**src/rtl/fifo_rr_sched.sv**
```systemverilog
// Round-robin read scheduler for NUM_Q registered-output source FIFOs.
// Polls one enabled FIFO at a time and takes up to BURST words from it per grant.
// Each word is held on a valid/ready output port. A read that finds its FIFO
// empty ends the grant.
module fifo_rr_sched #(
   parameter int NUM_Q = 4,
   parameter int DW    = 32,
   parameter int BURST = 4,
   localparam int QW   = (NUM_Q > 1) ? $clog2(NUM_Q) : 1
) (
   input  logic                clk,
   input  logic                rst,
   input  logic [NUM_Q-1:0]    cfg_en,
   output logic [NUM_Q-1:0]    q_rd_en,
   input  logic [NUM_Q-1:0]    q_empty,
   input  logic [NUM_Q*DW-1:0] q_data,
   output logic                out_valid,
   input  logic                out_ready,
   output logic [DW-1:0]       out_data,
   output logic [QW-1:0]       out_qid
);

   localparam logic [3:0] BURST_C = 4'(BURST);

   typedef enum logic [1:0] {
      IDLE = 2'd0,
      WAIT = 2'd1,
      OUT  = 2'd2
   } state_t;

   state_t          state_q, state_d;
   logic [QW-1:0]   sel_q;
   logic [QW-1:0]   last_q;
   logic [QW-1:0]   pick;
   logic [3:0]      cnt_q;
   logic            run_q;
   logic            any_en;
   logic            hit;
   logic            cont;
   logic [DW-1:0]   q_word [NUM_Q];

   // First enabled index strictly after 'last', wrapping from NUM_Q-1 to 0.
   // If 'last' is the only enabled index, it is picked again.
   function automatic logic [QW-1:0] rr_pick(input logic [NUM_Q-1:0] en,
                                             input logic [QW-1:0]    last);
      logic [QW-1:0] res;
      logic [QW-1:0] cand;
      logic          found;
      res   = '0;
      found = 1'b0;
      for (int k = 1; k <= NUM_Q; k++) begin
         cand = QW'((int'(last) + k) % NUM_Q);
         if (!found && en[cand]) begin
            res   = cand;
            found = 1'b1;
         end
      end
      return res;
   endfunction

   for (genvar g = 0; g < NUM_Q; g++) begin : g_word
      assign q_word[g] = q_data[g*DW +: DW];
   end

   assign pick   = rr_pick(cfg_en, last_q);
   assign any_en = |cfg_en;
   // The FIFO's empty flag is only meaningful the cycle after our own read.
   assign hit    = ~q_empty[sel_q];
   // Burst continuation: issued in the handshake cycle itself, so back-to-back
   // words are two cycles apart.
   assign cont   = (state_q == OUT) && out_ready && (cnt_q < BURST_C) && cfg_en[sel_q];

   // State register; reset forces IDLE asynchronously.
   always_ff @(posedge clk or negedge rst) begin
      if (!rst) state_q <= IDLE;
      else      state_q <= state_d;
   end

   // Next-state decision.
   always_comb begin
      state_d = state_q;
      case (state_q)
         IDLE:    if (run_q && any_en) state_d = WAIT;
         WAIT:    state_d = hit ? OUT : IDLE;
         OUT:     if (out_ready) state_d = cont ? WAIT : IDLE;
         default: state_d = IDLE;
      endcase
   end

   // Read strobe: one-hot, only for an IDLE poll or a burst continuation.
   // run_q holds it off until a clock edge has seen reset released.
   always_comb begin
      q_rd_en = '0;
      if (state_q == IDLE && run_q && any_en) q_rd_en[pick]  = 1'b1;
      else if (cont)                          q_rd_en[sel_q] = 1'b1;
   end

   // Grant bookkeeping and the output word register.
   always_ff @(posedge clk or negedge rst) begin
      if (!rst) begin
         run_q     <= 1'b0;
         sel_q     <= '0;
         last_q    <= QW'(NUM_Q - 1);
         cnt_q     <= '0;
         out_valid <= 1'b0;
         out_data  <= '0;
         out_qid   <= '0;
      end else begin
         run_q <= 1'b1;
         case (state_q)
            IDLE: begin
               if (run_q && any_en) begin
                  sel_q <= pick;
                  cnt_q <= '0;
               end
            end
            WAIT: begin
               if (hit) begin
                  out_data  <= q_word[sel_q];
                  out_qid   <= sel_q;
                  out_valid <= 1'b1;
                  cnt_q     <= cnt_q + 4'd1;
               end else begin
                  last_q <= sel_q;
                  cnt_q  <= '0;
               end
            end
            OUT: begin
               if (out_ready) begin
                  out_valid <= 1'b0;
                  if (!cont) begin
                     last_q <= sel_q;
                     cnt_q  <= '0;
                  end
               end
            end
            default: ;
         endcase
      end
   end

endmodule

```
**config.mk**
```make
export PLATFORM = sky130hd
export DESIGN_NAME = fifo_rr_sched
export DESIGN_NICKNAME = d
export VERILOG_FILES = /design/src/rtl/fifo_rr_sched.sv
export SDC_FILE = /design/constraint.sdc
export NUM_CORES = 1
export LEC_CHECK = 0
export CAP_MARGIN = 20
export CORE_MARGIN = 4
export CORE_UTILIZATION = 34
export DETAILED_ROUTE_END_ITERATION = 8
export GPL_ROUTABILITY_DRIVEN = 0
export PLACE_DENSITY = 0.78
export SYNTH_ARGS = -nofsm -noshare
export SYNTH_HDL_FRONTEND = slang
export SYNTH_SLANG_ARGS = --single-unit
```
**constraint.sdc**
```tcl
create_clock -name clk -period 1.9 [get_ports clk]
set_input_delay 0.38 -clock clk [delete_from_list [all_inputs] [get_ports clk]]
set_output_delay 0.38 -clock clk [all_outputs]
set_load 0.005 [all_outputs]
```
# == Word-level counts from Yosys, hierarchy flattened ==
# Index checks and enable logic that the tools add are counted.
# word_totals
regBits,46
# classes
bitwise,2
order_cmp,10
eq_ne,7
n_reduce_logical,24
addsub,5
muxes,45
# ops
cell,count
binary-select mux 32 bit (select 2 bit),1
2-to-1 mux 32 bit,2
2-to-1 mux 4 bit,6
2-to-1 mux 2 bit,10
"< comparator 2 x 3 -> 1 bit, second input constant",6
2-to-1 mux 1 bit,14
binary-select mux 1 bit (select 2 bit),6
one-hot mux 4 bit (3 select lines),1
logical AND 1 bit,11
"!= test 2 bit, second input constant",5
AND reduction 4 bit,2
one-hot mux 2 bit (3 select lines),1
AND reduction 2 bit,3
"adder 2 x 1 -> 2 bit, second input constant",2
"adder 2 bit, second input constant",2
"adder 4 x 1 -> 4 bit, second input constant",1
demux 1 bit (select 2 bit),2
">= comparator 2 x 1 -> 1 bit, second input constant",2
"< comparator 4 x 3 -> 1 bit, second input constant",1
one-hot mux 2 bit (2 select lines),1
OR reduction 4 bit,1
">= comparator 3 bit, second input constant",1
logical NOT 1 bit,3
NOT 2 -> 3 bit,1
8 further kinds,8

# == Depth between registers and ports, before layout ==
# depth
word_depth,18
ltp_mapped,6
mapped_depth_nobuf,4

# == Least setup slack after synthesis ==
# No wires, ideal clock.
# synth_timing
path_kind,reg2out
start,reg last_q[1]
end,out q_rd_en[2]
path_buffers,1
slack_ns,-0.081
required_ns,1.520
arrival_time_ns,1.601
stages_incl_launch_ff,6
path_cell_list,dfstp_2 > buf_2 > mux2i_1 > o22ai_1 > or4_1 > o22ai_1
# synth_via
elab_chain_len,18
elab_cells_between_ends,31
cone_classes,add/sub: 4; order compare: 2; mux: 18; reduce/logical: 7
# synth_rtl
item,line,source
from (decl),33,logic [QW-1:0] last_q;
from (signal assigned),103,last_q <= QW'(NUM_Q - 1);
from (signal assigned),124,last_q <= sel_q;
from (signal assigned),132,last_q <= sel_q;
adder 2 x 1 -> 2 bit,52,cand = QW'((int'(last) + k) % NUM_Q);
binary-select mux 1 bit (select 2 bit),53,if (!found && en[cand]) begin
2-to-1 mux 1 bit (not written as such),53,
2-to-1 mux 1 bit,53,
logical NOT 1 bit,53,
logical AND 1 bit,53,
2-to-1 mux 1 bit,53,
logical NOT 1 bit,53,
[... 2 more ...],-,
logical NOT 1 bit,53,
logical AND 1 bit,53,
2-to-1 mux 2 bit (*),53,
< comparator 2 x 3 -> 1 bit (not written as such) / >= comparator 2 x 1 -> 1 bit (equally long branches),94,if (state_q == IDLE && run_q && any_en) q_rd_en[pick] = 1'b1;
logical AND 1 bit (not written as such),94,
2-to-1 mux 1 bit (not written as such),94,
demux 1 bit (select 2 bit) (*),94,
2-to-1 mux 4 bit (*),94,
to (decl),14,"output logic [NUM_Q-1:0] q_rd_en,"
# Every way passes the cells marked *; elsewhere a longest branch is shown, timed or not. The select of a mux whose other input is x is not followed.

# == Final worst setup path ==
# layout_timing
start,reg sel_q[0]
end,out q_rd_en[0]
# layout_via
elab_chain_len,6
elab_cells_between_ends,10
cone_classes,order compare: 2; mux: 6; reduce/logical: 2
# layout_rtl
item,line,source
from (decl),32,logic [QW-1:0] sel_q;
from (signal assigned),113,sel_q <= pick;
< comparator 2 x 3 -> 1 bit (not written as such) / >= comparator 2 x 1 -> 1 bit (equally long branches),95,else if (cont) q_rd_en[sel_q] = 1'b1;
logical AND 1 bit (not written as such),95,
2-to-1 mux 1 bit (not written as such),95,
demux 1 bit (select 2 bit),95,
2-to-1 mux 4 bit (*),95,
2-to-1 mux 4 bit (*),94,
# Marks and branches as above.

==> metrics.txt <==
Setup crit end=q_rd_en[0]; fillers=591; layout cell share with drive strength beyond 1=around a third; # nets final=approximately 540; Crit Reg-Reg Endpoint=out_data[9]; final wirelength=10390 um; CP Depth=4; CTS tree=yes; maximum clock rate=0.4281 GHz; Setup Skew=0.009172 ns; Leak Pwr=2.356 nW; multi-input logic area=0.001772 mm2; failing checks=setup timing; final setup fails=12; Mapped Avg Cell Area=14.44 um2; CTS Hold Buffers Added=0; post-layout min period=2.336 ns; hold slack=around 0.014 ns; routed vias/inst=5.285; commonest cells in the netlist=dfrtp_1 (44), mux2_1 (33), mux4_2 (33); Cells after DPL=477; Cells after Synth=195; status=finished with violations; Reg area=0.001156 mm2; Crit Path Category=register to primary output; Layout area overhead=92.71%; Worst-path clk slew=0.09 ns; period utilization=122.9%; PortBufs=177; Hold Crit Class=input port to asynchronous set/reset pin; flop2flop setup slack=-0.01 ns; final setup margin=-0.4360 ns; antenna cell count=0; crit path DAT=approximately 2.0 ns; cell with the most instances after synthesis=dfrtp_1; Skew-Pair Late Insertion Delay=0.30 ns; Initial DRT Pass Iterations=4; Finished Cell Area=~0.0054 mm2; Initial Util=35.71%; crit-path max cell delay=0.49 ns; post-detail-place hpwl=7158 um; Critical Path Start Type=register; core footprint=0.007888 mm2; crit end category=primary output; pre-CTS WS=-1.001 ns; maximum VDD drop=0.6201 mV; Cell Rows=32; post-DR wirelength/cell=about 20 um; Max H-tree Level=2; final hold viol count=0; maxcap violations=0; CTS Buf Count=5; register area share after synthesis=40.96%; WP buf/inv=1; Finished Layout Cells=505; Yosys reg bits=46; top post-synthesis cells by area=dfrtp_1 (39%), mux4_2 (26%), mux2_1 (13%), dfstp_2 (1.9%), nand2b_1 (1.1%); Post-DRT Antenna Nets=0; number of synthesized flops with an enable pin=0; CP Cell Sequence=mux4_2, or4b_4, o32ai_4, buf_2; Synth Warn #=0; final slew viol count=0; CTS Buffer Depth=2; cell area after synthesis=0.002816 mm2; delay-heaviest family, CP=simple AND/OR/NAND/NOR gates; Pwr Density=1374 mW/mm2; Overflow after GRT=0; root buffer cell=clkbuf_8; ys flop type=dfrtp_1; Async SR Flop Fraction=between 90% and 100%; slowest CP cell=or4b_4; RSZ-0062 raised after global routing=true; CP max FO=2; largest net degree at the start of global routing=43; DR DRC count=0; area share of the largest cell type after synthesis=between 30 and 40%; worst setup path start=sel_q[0]; 1st-iter DRT viols=52; Synth Net Count=around 340; # clock sinks=46; largest area contributor in the netlist=dfrtp_1; first-pass GRT wire length=14430 um; R2R Path Start=sel_q[0]; R2R cell count=7; # IOs=~180; vias in the first global route=2823; DIE AREA=0.009804 mm2; total track usage=18.68%; placed instance area=roughly 0.0048 mm2; antenna violations before repair=0; number of library cell types mapped by synthesis=46; critical path required time=1.52 ns; vias=2669; Die Ht=99.02 um; Die Wd=roughly 100 um
[cells by family after synthesis]
logic type / synth area share (%)
other: 0.1331
multiplexers: 41.76
flip-flops: 40.96
adder cells (fa/ha/maj): 0.4442
AND/OR/NAND/NOR: 6.886
AO/OA/AOI/OAI: 6.486
buffers and inverters: 3.331
[report_power, final]
group / switching, mW / internal, mW
logic: 1.67 / 3.25
clock network: 0.324 / 0.429
registers: 0.307 / 1.48
[routing by layer]
| metal | vias to the layer above | wire length [um] | track usage [%] |
|---|---|---|---|
| li1 | 1185 | - | - |
| met5 | - | 0 | 0 |
| met3 | 15 | 814 | 6.299 |
| met4 | 0 | 159 | 5.357 |
| met1 | 1348 | 3987 | 20.55 |
| met2 | 121 | 5425 | 33.99 |
[how the worst min path moves through the flow]
stage | cells after the start | to | slack (ns)
after floorplan | 0 | cnt_q[0] | 0.08
after global placement | 1 | out_qid[1] | 0.35
after detailed placement | 1 | out_qid[1] | 0.35
after CTS | 1 | cnt_q[2] | 0.02
after global routing | 1 | out_valid | 0.03
final | 1 | out_qid[0] | 0.01
[placed cells by master (no fill, tap or decap), types with 2 or more instances in the layout]
master and n:
o22ai_2 2, mux2_4 35, inv_1 4, mux2i_1 2, clkbuf_16 5, buf_12 5, nand2_1 5, buf_2 5
dlygate4sd2_1 4, dfstp_2 2, mux4_2 33, o21ai_1 6, buf_6 3, clkdlybuf4s50_1 167, nor2b_1 2, buf_4 23
nor2_1 3, a21o_1 2, a21oi_1 5, nand2b_1 4, dfrtp_1 42, clkbuf_8 6, bufbuf_16 2, dfrtp_2 2
[state kept, by name, indices dropped and copies added (netlist names)]
signal	count
cnt_q	4
last_q	2
out_data	32
out_qid	2
out_valid	1
run_q	1
sel_q	2
state_q	2
[per-stage QoR]
stage	utilization (%)	TNS, ns	power [mW]
after global routing	68.81	-2.827	7.897
final	68.81	-1.449	7.458
after floorplan	-	-0.01759	3.727
after CTS	64.28	-1.416	6.536
after detailed placement	61.15	-18.85	5.417
after global placement	61.15	-16.26	5.317
[worst register-to-register path: cells and delay by family, from the launching register on]
family	cells	cell delay, ns
compound gates	1	0.15
buf+inv	4	0.59
flops	1	0.44
mux	2	0.61
[cell type report]
type	count	area share, %
sequential	46	21.30
tap	102	2.351
inverter	4	0.2766
clock inverter	1	0.5532
timing repair buffer	215	41.29
multi-input combinational	130	32.64
clock buffer	7	1.591
[timing repair]
action / CTS / global route
gates resized for setup: 31 / 43
pin swaps: 8 / 5
endpoints found under the setup margin: 45 / 37
buffers inserted: 5 / 10
gates cloned: 2 / 5
No activity file was read; power rests on OpenSTA's default activity.
